$ cat src/rtl/shift_arb_pkg.sv
// Shared types, widths and rotate-amount helper for the shift_arbiter block.
package shift_arb_pkg;

  localparam int unsigned DATA_W = 8;
  localparam int unsigned AMT_W  = 3;

  typedef enum logic {
    IDLE = 1'b0,
    FULL = 1'b1
  } state_t;

  // Effective right-rotate amount; a left rotate by amt is a right rotate by (8-amt) mod 8.
  function automatic logic [AMT_W-1:0] rot_amt(input logic [AMT_W-1:0] amt, input logic dir);
    return dir ? (AMT_W'(0) - amt) : amt;
  endfunction

endpackage

$ cat src/rtl/barrel_shifter.sv
// Combinational 8-bit rotate-right by s.
module barrel_shifter
  import shift_arb_pkg::*;
(
  input  logic [DATA_W-1:0] in_data,
  input  logic [AMT_W-1:0]  s,
  output logic [DATA_W-1:0] out_data
);

  // Bit j takes input bit (j+s) mod 8; the 3-bit index add wraps naturally.
  always_comb begin
    out_data = '0;
    for (int j = 0; j < int'(DATA_W); j++) begin
      out_data[j] = in_data[AMT_W'(j) + s];
    end
  end

endmodule

$ cat src/rtl/rr_arbiter.sv
// Round-robin arbiter: first valid request at or after ptr wins, modulo N.
module rr_arbiter #(
  parameter int unsigned N    = 4,
  parameter int unsigned ID_W = $clog2(N)
) (
  input  logic [N-1:0]    req,
  input  logic [ID_W-1:0] ptr,
  input  logic            en,
  output logic [N-1:0]    gnt,
  output logic [ID_W-1:0] idx
);

  // Search ptr, ptr+1, ... with ID_W-bit wraparound (N is a power of two).
  always_comb begin
    logic             found;
    logic [ID_W-1:0]  k;
    gnt   = '0;
    idx   = '0;
    found = 1'b0;
    k     = '0;
    for (int i = 0; i < int'(N); i++) begin
      k = ptr + ID_W'(i);
      if (en && !found && req[k]) begin
        found  = 1'b1;
        gnt[k] = 1'b1;
        idx    = k;
      end
    end
  end

endmodule

$ cat src/rtl/shift_arbiter.sv
// Round-robin shared rotate unit with one registered result stage.
// Optional: define SHIFT_ARB_STALL_CNT_EN to add the saturating stall_cnt output.
module shift_arbiter
  import shift_arb_pkg::*;
#(
  parameter int unsigned NUM_REQ = 4,
  parameter int unsigned ID_W    = $clog2(NUM_REQ)
) (
  input  logic                        clk,
  input  logic                        rst_n,
  input  logic [NUM_REQ-1:0]          req_valid,
  output logic [NUM_REQ-1:0]          req_ready,
  input  logic [DATA_W*NUM_REQ-1:0]   req_data,
  input  logic [AMT_W*NUM_REQ-1:0]    req_amt,
  input  logic [NUM_REQ-1:0]          req_dir,
  output logic                        rsp_valid,
  input  logic                        rsp_ready,
  output logic [DATA_W-1:0]           rsp_data,
  output logic [ID_W-1:0]             rsp_id
`ifdef SHIFT_ARB_STALL_CNT_EN
  ,
  output logic [15:0]                 stall_cnt
`endif
);

  localparam int unsigned CNT_W = 16;

  state_t              state_q, state_d;
  logic                rsp_valid_q, rsp_valid_d;
  logic [DATA_W-1:0]   rsp_data_q, rsp_data_d;
  logic [ID_W-1:0]     rsp_id_q, rsp_id_d;
  logic [ID_W-1:0]     rr_ptr_q, rr_ptr_d;

  logic                free;
  logic                arb_en;
  logic [NUM_REQ-1:0]  gnt;
  logic [ID_W-1:0]     gnt_idx;
  logic                gnt_any;
  logic [DATA_W-1:0]   sel_data;
  logic [AMT_W-1:0]    sel_amt;
  logic                sel_dir;
  logic [AMT_W-1:0]    shift_s;
  logic [DATA_W-1:0]   shift_out;

  // Slot is free when empty or being drained this cycle; never grant in reset.
  always_comb begin
    free   = (state_q == IDLE) | rsp_ready;
    arb_en = free & rst_n;
  end

  rr_arbiter #(
    .N    (NUM_REQ),
    .ID_W (ID_W)
  ) u_rr_arbiter (
    .req (req_valid),
    .ptr (rr_ptr_q),
    .en  (arb_en),
    .gnt (gnt),
    .idx (gnt_idx)
  );

  assign gnt_any   = |gnt;
  assign req_ready = gnt;

  // Operand mux driven by the one-hot grant.
  always_comb begin
    sel_data = '0;
    sel_amt  = '0;
    sel_dir  = 1'b0;
    for (int k = 0; k < int'(NUM_REQ); k++) begin
      if (gnt[k]) begin
        sel_data = req_data[k*DATA_W +: DATA_W];
        sel_amt  = req_amt[k*AMT_W +: AMT_W];
        sel_dir  = req_dir[k];
      end
    end
    shift_s = rot_amt(sel_amt, sel_dir);
  end

  barrel_shifter u_barrel_shifter (
    .in_data  (sel_data),
    .s        (shift_s),
    .out_data (shift_out)
  );

  // Next state of the result register, pointer and FSM.
  always_comb begin
    state_d     = state_q;
    rsp_valid_d = rsp_valid_q;
    rsp_data_d  = rsp_data_q;
    rsp_id_d    = rsp_id_q;
    rr_ptr_d    = rr_ptr_q;
    if (gnt_any) begin
      rsp_data_d = shift_out;
      rsp_id_d   = gnt_idx;
      rr_ptr_d   = gnt_idx + ID_W'(1);
    end
    case (state_q)
      IDLE: begin
        if (gnt_any) begin
          state_d     = FULL;
          rsp_valid_d = 1'b1;
        end
      end
      FULL: begin
        if (rsp_ready && !gnt_any) begin
          state_d     = IDLE;
          rsp_valid_d = 1'b0;
        end
      end
      default: begin
        state_d     = IDLE;
        rsp_valid_d = 1'b0;
      end
    endcase
  end

  // State and result registers with synchronous reset.
  always_ff @(posedge clk) begin
    if (!rst_n) begin
      state_q     <= IDLE;
      rsp_valid_q <= 1'b0;
      rsp_data_q  <= '0;
      rsp_id_q    <= '0;
      rr_ptr_q    <= '0;
    end else begin
      state_q     <= state_d;
      rsp_valid_q <= rsp_valid_d;
      rsp_data_q  <= rsp_data_d;
      rsp_id_q    <= rsp_id_d;
      rr_ptr_q    <= rr_ptr_d;
    end
  end

  assign rsp_valid = rsp_valid_q;
  assign rsp_data  = rsp_data_q;
  assign rsp_id    = rsp_id_q;

`ifdef SHIFT_ARB_STALL_CNT_EN
  logic [CNT_W-1:0] stall_cnt_q, stall_cnt_d;

  // Count cycles a valid result is refused, saturating at all ones.
  always_comb begin
    stall_cnt_d = stall_cnt_q;
    if (rsp_valid_q && !rsp_ready && (stall_cnt_q != {CNT_W{1'b1}})) begin
      stall_cnt_d = stall_cnt_q + CNT_W'(1);
    end
  end

  // Stall counter register.
  always_ff @(posedge clk) begin
    if (!rst_n) begin
      stall_cnt_q <= '0;
    end else begin
      stall_cnt_q <= stall_cnt_d;
    end
  end

  assign stall_cnt = stall_cnt_q;
`endif

endmodule

$ cat config.mk
export PLATFORM = sky130hd
export DESIGN_NAME = shift_arbiter
export DESIGN_NICKNAME = d
export VERILOG_FILES = /design/src/rtl/shift_arb_pkg.sv /design/src/rtl/barrel_shifter.sv /design/src/rtl/rr_arbiter.sv /design/src/rtl/shift_arbiter.sv
export SDC_FILE = /design/constraint.sdc
export NUM_CORES = 1
export LEC_CHECK = 0
export CELL_PAD_IN_SITES_DETAIL_PLACEMENT = 0
export CELL_PAD_IN_SITES_GLOBAL_PLACEMENT = 2
export CORE_ASPECT_RATIO = 1.25
export CORE_MARGIN = 2
export CORE_UTILIZATION = 25
export CTS_CLUSTER_SIZE = 14
export DETAILED_ROUTE_END_ITERATION = 7
export PLACE_DENSITY = 0.93
export SLEW_MARGIN = 15
export SYNTH_ARGS = -nofsm -noshare
export SYNTH_HDL_FRONTEND = slang
export SYNTH_SLANG_ARGS = --single-unit
$ cat constraint.sdc
create_clock -name clk -period 4.7 [get_ports clk]
set_clock_uncertainty 0.15 [all_clocks]
set_input_delay 0.47 -clock clk [delete_from_list [all_inputs] [get_ports clk]]
set_output_delay 0.47 -clock clk [all_outputs]
set_load 0.005 [all_outputs]
* After elaboration in Yosys (flattened, before gate mapping) *
Cells that the tools add are included.

cells by class
  add/subtract/negate cells = 12
  order comparisons = 16
  equal/unequal tests = 2
  mux-type cells = 62
  bitwise operators = 6
  reduce and logical (&&, ||, !) cells = 18

operator list
  kind                                                                count
  < comparator 3 x 4 -> 1 bit (second input constant)                 8
  2-to-1 mux 8 bit                                                    4
  2-to-1 mux 1 bit                                                    27
  binary-select mux 1 bit (select 3 bit)                              8
  2-to-1 mux 4 bit                                                    4
  2-to-1 mux 3 bit                                                    5
  adder 3 bit (first input constant)                                  4
  logical AND 1 bit                                                   12
  < comparator 2 x 3 -> 1 bit (second input constant)                 4
  OR 4 bit                                                            3
  binary-select mux 1 bit (select 2 bit)                              4
  demux 1 bit (select 2 bit)                                          4
  greater-or-equal comparator 2 x 1 -> 1 bit (second input constant)  4
  2-to-1 mux 2 bit                                                    4
  adder 2 x 3 -> 3 bit (first input constant)                         2
  adder 2 x 1 -> 2 bit (second input constant)                        2
  adder 2 bit (second input constant)                                 2
  zero test 1 bit                                                     4
  one-hot mux 1 bit (2 select lines)                                  2
  OR reduction 4 bit                                                  1
  adder 1 x 3 -> 3 bit (first input constant)                         1
  subtractor 1 x 3 -> 3 bit (first input constant)                    1
  != test 2 x 1 -> 1 bit (second input constant)                      1
  != test 2 bit (second input constant)                               1
  other kinds (4)                                                     4

word-level totals
  bits in registers = 14
  bits of input ports = 55
  output and inout port bits = 15
  word-level logic and storage cells = 121

* Longest topological paths before layout *
Gate-level depths: netlist of the first run.

  word-level depth = 26
  gate-level depth with buffers = 17
  depth with buffers taken out = 16

* Hierarchy *
Synthesis of the first run repeated with hierarchy kept, for this count alone.

second synthesis, totals
  cells, all modules = 235
  area, all modules = 1,920.6 um2

modules (own cells, without submodules)
  module          times used  cells each  area an instance (um2)  sequential area each (um2)
  shift_arbiter   1           125         925.9                   280.3
  rr_arbiter      1           68          554.3                   0.0
  barrel_shifter  1           42          440.4                   0.0

* Worst setup path after synthesis of the first run *
OpenSTA, ideal clock, no wires.

  kind = flip-flop to flip-flop
  start = reg rr_ptr_q[1]
  end = reg rsp_data_q[1], in the netlist rsp_data[1]
  setup time = 74 ps
  arrival = 3,818 ps
  required time = 4,476 ps
  setup slack = 658 ps
  stages on the path, launching flop included = 17
  buffers on the path = 2
  period minus slack after synthesis = 4,042 ps
  path through = dfxtp_1 > inv_1 > ha_1 > mux4_2 > or4_4 > a21o_1 > a211oi_2 > buf_6 > a221o_1 > o221ai_2 > buf_6 > xnor2_4 > ha_1 > mux4_2 > nand2_1 > nor2_1 > a31oi_1

between the ends
  word-level cells in the longest chain between the ends = 25
  elaborated cells on any way between the ends = 69
  classes of those cells = add/sub (5); order compare (8); mux (38); bitwise (3); reduce/logical (15)

ends and longest elaborated chain
  element                                                               RTL line              source
  start, declared                                                       shift_arbiter.sv:32   logic [ID_W-1:0] rr_ptr_q, rr_ptr_d;
  start signal, assigned                                                shift_arbiter.sv:131  rr_ptr_q <= rr_ptr_d;
  branches (longest 15 deep; another with < comparator 2 x 3 -> 1 bit)  --
  2-to-1 mux 4 bit (*)                                                  rr_arbiter.sv:23      if (en && !found && req[k]) begin
  2-to-1 mux 3 bit (4 in series)                                        shift_arbiter.sv:71   if (gnt[k]) begin
  subtractor 1 x 3 -> 3 bit                                             shift_arb_pkg.sv:14   return dir ? (AMT_W'(0) - amt) : amt;
  2-to-1 mux 3 bit                                                      shift_arb_pkg.sv:14
  adder 1 x 3 -> 3 bit                                                  barrel_shifter.sv:14  out_data[j] = in_data[AMT_W'(j) + s];
  binary-select mux 1 bit (select 3 bit)                                barrel_shifter.sv:14
  2-to-1 mux 1 bit (not written as such)                                barrel_shifter.sv:14
  end signal, assigned                                                  shift_arbiter.sv:129  rsp_data_q <= rsp_data_d;
  end, declared                                                         shift_arbiter.sv:30   logic [DATA_W-1:0] rsp_data_q, rsp_data_d;

Mark *: on every way between the ends. The select of a mux whose other input is x is not followed.
A chain may end at the register's enable or synchronous reset.

* Worst setup path after layout of the first run *
  start = in req_valid[3]
  end = reg rsp_data_q[5], in the netlist rsp_data[5]

between the ends
  word-level cells in the longest chain between the ends = 25
  elaborated cells on any way between the ends = 46
  classes of those cells = add/sub (2); mux (30); bitwise (3); reduce/logical (11)

ends and longest elaborated chain
  element                                 RTL line              source
  start, declared                         shift_arbiter.sv:11   input logic [NUM_REQ-1:0] req_valid,
  binary-select mux 1 bit (select 2 bit)  rr_arbiter.sv:23
  2-to-1 mux 1 bit (not written as such)  rr_arbiter.sv:23
  logical AND 1 bit                       rr_arbiter.sv:23
  2-to-1 mux 1 bit                        rr_arbiter.sv:23
  zero test 1 bit                         rr_arbiter.sv:23
  logical AND 1 bit (2 in series)         rr_arbiter.sv:23
  2-to-1 mux 1 bit                        rr_arbiter.sv:23
  zero test 1 bit                         rr_arbiter.sv:23
  [... 4 more ...]                        --
  logical AND 1 bit (2 in series)         rr_arbiter.sv:23
  2-to-1 mux 4 bit (*)                    rr_arbiter.sv:23
  2-to-1 mux 3 bit (4 in series)          shift_arbiter.sv:71
  subtractor 1 x 3 -> 3 bit               shift_arb_pkg.sv:14
  2-to-1 mux 3 bit                        shift_arb_pkg.sv:14
  adder 3 bit                             barrel_shifter.sv:14
  binary-select mux 1 bit (select 3 bit)  barrel_shifter.sv:14
  2-to-1 mux 1 bit (not written as such)  barrel_shifter.sv:14

Every way passes the cells marked *; elsewhere a longest branch is shown, timed or not. The select of a mux whose other input is x is not followed.

==> reports/metrics.json, run 1 <==
{
  "run_status": {
    "outcome": "completed"
  },
  "detailed_routing": {
    "avgRoutedWirePerCell_um": 15.46,
    "drt-total-wl_um": 5581,
    "vias": 1831,
    "detail_route.iter0.violations": 138,
    "avgViaCountPerCell": 5.072,
    "drc": 0,
    "drt-pass1-iter-count": 4,
    "ant_nets": 0
  },
  "synth": {
    "synth_compound_area_frac": 0.3194,
    "synth_simple_gate_area_frac": 0.1878,
    "dominant_cells_by_area_after_synthesis": "sky130_fd_sc_hd__dfxtp_1, sky130_fd_sc_hd__mux2i_1, sky130_fd_sc_hd__mux4_2",
    "synth_mux_area_frac": 0.1712,
    "ys_dominant_reg_cell": "sky130_fd_sc_hd__dfxtp_1",
    "synth.avg_cell_area_um2": 8.965,
    "yosys_top_cell_area_share": 0.1612,
    "synth.largest_area_cell": "sky130_fd_sc_hd__dfxtp_1",
    "synthesized_instance_count": 194,
    "synth.ff_latch_count": 14,
    "synth-edff-count": 0,
    "synth.yosys.seq_area_share": 0.1612,
    "ys.warnings.count": 0,
    "synth_top_family_by_area": "compound AO/OA/AOI/OAI gates",
    "synthesis.area_mm2": 0.001739,
    "synth-async-reset-ratio": 0,
    "synth.net_count": 256,
    "synth.lib_cells_used.distinct": 53,
    "synthXorXnorAreaFrac": 0.05108,
    "synth_adder_area_share": 0.05036
  },
  "clocking": {
    "clock_tree.root_cell": "sky130_fd_sc_hd__clkbuf_8",
    "clkTransAtPathRegs_ns": 0.06,
    "clock_latency_on_the_worst_skew_pair_ns": 0.24,
    "cts-htree-levels": 1,
    "cts_tree": "done",
    "tritoncts.num_buffers": 3,
    "clkSinkCount": 14,
    "maximum_number_of_buffers_from_clock_root_to_sink": 2,
    "postCtsHoldBufs": 0
  },
  "power_and_ir_drop": {
    "power.density_cell_area_mw_per_mm2": 792.8,
    "power_leakage_uw": 0.001028,
    "finalPower_uw": 2097,
    "vdd_ir_drop_max_mv": 0.2798
  },
  "global_route": {
    "grt_max_degree": 14,
    "number_of_global_route_vias_before_repair": 1948,
    "grt_overflow_total": 0,
    "groute.usage.overall": 0.1482,
    "grt_first_pass_wirelength_um": 9232,
    "grt_antenna_before_repair": 0
  },
  "floorplan": {
    "core.rowCount": 34,
    "design.portCount": 70,
    "die_wd_um": 78.60,
    "core_area_mm2": 0.006849,
    "start_util": 0.2539,
    "die_area_mm2": 0.007644,
    "die_height_um": 97.25
  },
  "cells_and_area": {
    "layout-area-overhead-vs-synth_pct": 52.09,
    "mostFrequentLayoutCells": "sky130_fd_sc_hd__clkdlybuf4s50_1, sky130_fd_sc_hd__nand2_1, sky130_fd_sc_hd__a21oi_1, sky130_fd_sc_hd__buf_4",
    "final.fill_count": 699,
    "mostFrequentLayoutCell": "sky130_fd_sc_hd__clkdlybuf4s50_1",
    "drive_above_1_share": 0.1771,
    "design.final.nets": 334,
    "n_antenna_cell": 0
  },
  "critical_path": {
    "worstPathBufferInverterCount": 2,
    "worst_path_dominant_cell_family": "compound AO/OA/AOI/OAI gates",
    "timing.critical_path.slowest_stage_cell": "sky130_fd_sc_hd__mux4_2",
    "path_class": "in2reg",
    "critPathLaunchType": "primary input",
    "worst_ep_arrival_time_ns": 4.42,
    "path_depth": 14,
    "worstSetupEndpointType": "flip-flop",
    "timing.critical_path.required_ns": 4.74,
    "worst-r2r-cell-count": 15,
    "cp_cell_sequence": "clkdlybuf4s50_1 -> mux4_2 -> buf_4 -> or4_4 -> a21o_1 -> a211oi_2 -> a221o_1 -> o221ai_2 -> nor2_8 -> xnor2_4 -> ha_1 -> mux4_2 -> mux2i_1 -> a21o_1",
    "slowest_delay_ns": 0.51,
    "crit_fanout": 7
  },
  "placement": {
    "port_buffers": 69,
    "detailed_place_hpwl_um": 4726,
    "place_congestion": 0.8236
  },
  "min_path": {
    "holdCritPathClass": "reg2reg",
    "timing.hold.worst_path_depth": 1
  },
  "timing": {
    "rsz_0062_raised_after_global_routing": "no",
    "accumulated_negative_setup_slack_ns": 0,
    "fmaxAchievable_mhz": 228.2,
    "finalCriticalPeriod_ns": 4.382,
    "timing_max_transition_violations_final": 0,
    "max-slew-margin-rel": 0.5451,
    "final_cycle_utilization_of_the_critical_path": 0.9323,
    "timing_worst_slew_pin_value_ns": 0.6787,
    "hold_viol": 0,
    "final_hold_slack_ns": 0.3114,
    "timing.final.setup_violations": 0
  },
  "run": {
    "cap_viol_max_count": 0
  }
}
-- metrics by stage --
stage | util | std cells | instance area [um2] | setup slack (ns)
final | 0.3862 | 361 | 2645 | 0.3184
after detailed placement | 0.3771 | 357 | 2582 | -0.1132
after floorplan | - | 194 | 1739 | 0.6575
after global placement | 0.3771 | 357 | 2582 | 0.08081
after CTS | 0.3851 | 361 | 2638 | 0.1435
after global routing | 0.3862 | 361 | 2645 | 0.09456
-- repair_timing --
action | 4_1_cts | 5_1_grt
setup endpoints to repair | 0 | 7
buffers inserted | 0 | 0
resized for setup | 0 | 1
-- Yosys cell counts, drive strengths merged (3+ instances only) --
cell    instances
nor2           11
nor3            4
mux2i          14
inv             6
dfxtp          14
nand3b          7
clkbuf          3
nand2b          4
nor2b           4
a21o            4
buf             8
o221ai          9
mux4            6
a221o          11
a221oi          5
o21ai           7
xor2            3
a21oi          18
nand2          20
ha              7
-- registers in the layout (all words and copies together) (netlist names) --
name / flops
rsp_data: 8
rr_ptr_q: 2
rsp_id: 2
rsp_valid: 1
state_q: 1
-- final timing paths --
| check | start | to | slack [ns] |
|---|---|---|---|
| setup / recovery | req_valid[3] | rsp_data[5] | 0.32 |
| hold / removal | rsp_data[5] | rsp_data[5] | 0.31 |
| setup reg to reg | rr_ptr_q[0] | rsp_data[5] | 0.40 |
| hold reg to reg | rsp_data[5] | rsp_data[5] | 0.31 |
-- worst reg2reg max path: cells and delay by family, from the launching register on --
kind                       cells  cell delay (ns)
xor gates and xnor gates       1             0.18
AOI/OAI and AO/OA              5             1.11
and+or+nand+nor                2             0.71
adders and majority gates      2             0.68
muxes                          3             0.81
DFF                            1             0.34
buffers and inverters          2             0.28
-- report_power, final --
part	switching, uW	total (uW)	internal, uW
clock	41.1	115	74.1
sequential	25.0	208	183
combinational	915	1770	859
total	981	2100	1120
-- logic make-up (layout without fill, tap and decap cells) --
group	Yosys count	count (layout)
multiplexers	22	22
buffers and inverters	19	96
XOR/XNOR	5	5
AND/OR/NAND/NOR	57	57
flip-flops	14	14
AO/OA/AOI/OAI	70	70
adder cells (fa/ha/maj)	7	7
-- area by class of cell --
class | count | area, um2 | area share
multi-input combinational | 161 | 1364 | 0.5156
timing repair buffer | 84 | 803.3 | 0.3037
sequential | 14 | 280.3 | 0.1060
tap | 90 | 112.6 | 0.04257
clock buffer | 4 | 55.05 | 0.02081
inverter | 8 | 30.03 | 0.01135
-- routing by layer --
metal  share of wire  track usage
met3           0.037      0.02416
met4          0.0086      0.01619
met5               0            0
met1            0.38       0.1621
met2            0.57       0.2978
No activity file was read; power rests on OpenSTA's default activity.
==> run 2, diff against run 1 <==
--- a/config.mk
+++ b/config.mk
@@ -5,14 +5,16 @@
 export SDC_FILE = /design/constraint.sdc
 export NUM_CORES = 1
 export LEC_CHECK = 0
+export ABC_AREA = 1
+export ABC_CLOCK_PERIOD_IN_PS = 4700
 export CELL_PAD_IN_SITES_DETAIL_PLACEMENT = 0
 export CELL_PAD_IN_SITES_GLOBAL_PLACEMENT = 2
 export CORE_ASPECT_RATIO = 1.25
 export CORE_MARGIN = 2
-export CORE_UTILIZATION = 25
+export CORE_UTILIZATION = 23
 export CTS_CLUSTER_SIZE = 14
 export DETAILED_ROUTE_END_ITERATION = 7
-export PLACE_DENSITY = 0.93
+export PLACE_DENSITY = 0.92
 export SLEW_MARGIN = 15
 export SYNTH_ARGS = -nofsm -noshare
 export SYNTH_HDL_FRONTEND = slang
==> run 2 against run 1 <==
  * Sequential cell count unchanged
  * Highest routed layer unchanged
  * Clock power up 53%
  * Worst setup slack better by 0.24 ns
  * Register-to-register slack gained 0.16 ns
  * Cell count increased by 52%
  * Critical path depth up 10
  * Routed wire length up 7.1%
  * Final area rose by 13%
  * Global-route usage fell by 2.8 points
  * Clock-buffer cell count is the same
  * First-iteration DRC count down 49%
==> reports/metrics.json, run 2 <==
{
  "global_route": {
    "number_of_global_route_vias_before_repair": 2331,
    "grt_first_pass_wirelength_um": 10610,
    "grt_antenna_before_repair": 0,
    "grt_overflow_total": 0,
    "groute.usage.overall": 0.1204,
    "grt_max_degree": 27
  },
  "cells_and_area": {
    "mostFrequentLayoutCells": "sky130_fd_sc_hd__nand2_1, sky130_fd_sc_hd__clkdlybuf4s50_1, sky130_fd_sc_hd__inv_1, sky130_fd_sc_hd__nand3_1, sky130_fd_sc_hd__a21oi_1",
    "number_of_flip_flops_under_the_largest_register_name": 8,
    "layout.cell_area.non_filler_mm2": 0.002999,
    "drive_above_1_share": 0.1557,
    "layout-area-overhead-vs-synth_pct": 39.20,
    "design.final.nets": 487,
    "mostFrequentLayoutCell": "sky130_fd_sc_hd__nand2_1",
    "n_antenna_cell": 0
  },
  "power_and_ir_drop": {
    "clock_power_share": 0.088,
    "power.net_switching_uw": 1113,
    "internal-power_uw": 897.4,
    "vdd_ir_drop_max_mv": 0.3228,
    "power.sequential.fraction": 0.098,
    "power.density_cell_area_mw_per_mm2": 670.5,
    "share_comb_of_total_power": 0.815,
    "switching_share": 0.5537,
    "finalPower_uw": 2011,
    "power_leakage_uw": 0.001461
  },
  "floorplan": {
    "die_wd_um": 90.57,
    "core.rowCount": 39,
    "core_area_mm2": 0.009125,
    "start_util": 0.2361,
    "die_area_mm2": 0.01016,
    "die_height_um": 112.2,
    "design.portCount": 70
  },
  "synth": {
    "synth.net_count": 423,
    "synth-async-reset-ratio": 0,
    "synth.yosys.seq_area_share": 0.1301,
    "synth.ff_latch_count": 14,
    "dominant_cells_by_area_after_synthesis": "sky130_fd_sc_hd__nand2_1, sky130_fd_sc_hd__dfxtp_1, sky130_fd_sc_hd__nand3_1",
    "synth.lib_cells_used.distinct": 34,
    "synth.largest_area_cell": "sky130_fd_sc_hd__nand2_1",
    "yosys.cell_count.top_type": "sky130_fd_sc_hd__nand2_1",
    "synthesized_instance_count": 361,
    "ys_dominant_reg_cell": "sky130_fd_sc_hd__dfxtp_1",
    "netlist_top_cells_count": "sky130_fd_sc_hd__nand2_1, sky130_fd_sc_hd__inv_1, sky130_fd_sc_hd__nand3_1, sky130_fd_sc_hd__a21oi_1, sky130_fd_sc_hd__nand2_2",
    "yosys_top_cell_area_share": 0.2143,
    "synth.avg_cell_area_um2": 5.968,
    "synth-edff-count": 0,
    "synthesis.area_mm2": 0.002155,
    "ys.warnings.count": 0
  },
  "critical_path": {
    "critPathLaunchType": "flip-flop",
    "timing.critical_path.required_ns": 4.74,
    "path_class": "reg2reg",
    "worstSetupEndpointType": "flip-flop",
    "worst_ep_arrival_time_ns": 4.17,
    "crit_fanout": 19
  },
  "clocking": {
    "cts_tree": "done",
    "maximum_number_of_buffers_from_clock_root_to_sink": 2,
    "cts_post_setup_buffers_inserted": 0,
    "clkSinkCount": 14,
    "clock_tree.root_cell": "sky130_fd_sc_hd__clkbuf_16",
    "postCtsHoldBufs": 0,
    "tritoncts.num_buffers": 3,
    "clock_latency_on_the_worst_skew_pair_ns": 0.24,
    "cts-resized-gates": 0,
    "cts-htree-levels": 1,
    "clkTransAtPathRegs_ns": 0.05
  },
  "timing": {
    "worst_slack_ns": 0.5618,
    "timing_max_transition_violations_final": 0,
    "fmaxAchievable_mhz": 241.7,
    "finalCriticalPeriod_ns": 4.138,
    "hold_viol": 0,
    "timing.final.setup_violations": 0,
    "rsz_0062_raised_after_global_routing": "no",
    "final_cycle_utilization_of_the_critical_path": 0.8805,
    "timing_worst_slew_pin_value_ns": 0.7786,
    "max-slew-margin-rel": 0.4771,
    "accumulated_negative_setup_slack_ns": 0
  },
  "detailed_routing": {
    "avgViaCountPerCell": 4.269,
    "ant_nets": 0,
    "vias": 2335,
    "avgRoutedWirePerCell_um": 10.93,
    "drc": 0,
    "drt-pass1-iter-count": 4,
    "detail_route.iter0.violations": 70,
    "drt-total-wl_um": 5978
  },
  "placement": {
    "dp_slack_ns": 0.4417,
    "place_congestion": 0.7804,
    "placement.cell_area_mm2": 0.002910,
    "port_buffers": 69,
    "detailed_place_hpwl_um": 4917
  },
  "run": {
    "cap_viol_max_count": 0
  },
  "run_status": {
    "outcome": "completed"
  },
  "min_path": {
    "holdCritPathClass": "reg2reg"
  }
}
-- run 2: cell type report --
type / instances / area, um2
flip-flops and latches: 14 / 280.3
repair buffers: 69 / 690.7
well taps: 123 / 153.9
inverters: 57 / 226.5
multi-input cells: 280 / 1559
clock buffers: 4 / 88.84
fillers: 1041 / 6126
-- run 2: worst paths after layout --
check                     end  slack, ns   startpoint  depth (start not counted)
setup / recovery  rsp_data[5]       0.56  rr_ptr_q[1]                         24
hold / removal      rsp_valid       0.36      state_q                          1
setup reg to reg  rsp_data[5]       0.56  rr_ptr_q[1]                         24
hold reg to reg     rsp_valid       0.36      state_q                          1
-- run 2: critical path: stages, from the launching register on --
cell	delay [ns]
sky130_fd_sc_hd__dfxtp_1	0.50
sky130_fd_sc_hd__inv_1	0.21
sky130_fd_sc_hd__ha_1	0.43
sky130_fd_sc_hd__inv_1	0.09
sky130_fd_sc_hd__nand3_2	0.09
sky130_fd_sc_hd__nand2_2	0.08
sky130_fd_sc_hd__inv_2	0.10
sky130_fd_sc_hd__nor2_8	0.06
sky130_fd_sc_hd__nand3_1	0.08
sky130_fd_sc_hd__nand3_2	0.31
sky130_fd_sc_hd__inv_2	0.31
sky130_fd_sc_hd__nand3_2	0.10
sky130_fd_sc_hd__nand2_2	0.12
sky130_fd_sc_hd__nand2_2	0.07
sky130_fd_sc_hd__nand2_4	0.18
sky130_fd_sc_hd__nand3_2	0.17
sky130_fd_sc_hd__nand2_8	0.13
sky130_fd_sc_hd__inv_6	0.05
sky130_fd_sc_hd__ha_1	0.26
sky130_fd_sc_hd__inv_1	0.06
sky130_fd_sc_hd__o21ai_0	0.23
sky130_fd_sc_hd__nand3_1	0.10
sky130_fd_sc_hd__nand3_1	0.09
sky130_fd_sc_hd__nand2_1	0.05
sky130_fd_sc_hd__inv_1	0.06
-- run 2: power groups by stage --
stage | clock network, uW | logic [uW] | registers [uW]
final | 176 | 1640 | 197
after global routing | 184 | 1900 | 204
after CTS | 183 | 1650 | 197
after detailed placement | 0 | 1640 | 198
after global placement | 0 | 1630 | 200
after floorplan | 0 | 1320 | 189
-- run 2: cell families (layout without fill, tap and decap cells) --
kind of cell	Yosys count	after routing	share of synthesized area
flops	14	14	0.1301
fa+ha+maj	7	7	0.04065
simple gates	217	217	0.5349
compound gates	56	56	0.1481
buf+inv	67	130	0.1463
-- run 2: metrics by stage --
step           utilization  std cells  hold slack (ns)
2_1_floorplan            -        361           0.3212
3_3_place_gp        0.3189        543           0.3543
3_5_place_dp        0.3189        543           0.3435
4_1_cts             0.3287        547           0.3594
5_1_grt             0.3287        547           0.3894
6_report            0.3287        547           0.3616
-- run 2: layer usage --
| layer | vias up | track usage | share of wire |
|---|---|---|---|
| li1 | 1276 | - | - |
| met1 | 1003 | 0.1576 | 0.49 |
| met5 | - | 0 | 0 |
| met4 | 0 | 0.02667 | 0.0070 |
| met2 | 52 | 0.2100 | 0.45 |
| met3 | 4 | 0.01678 | 0.049 |
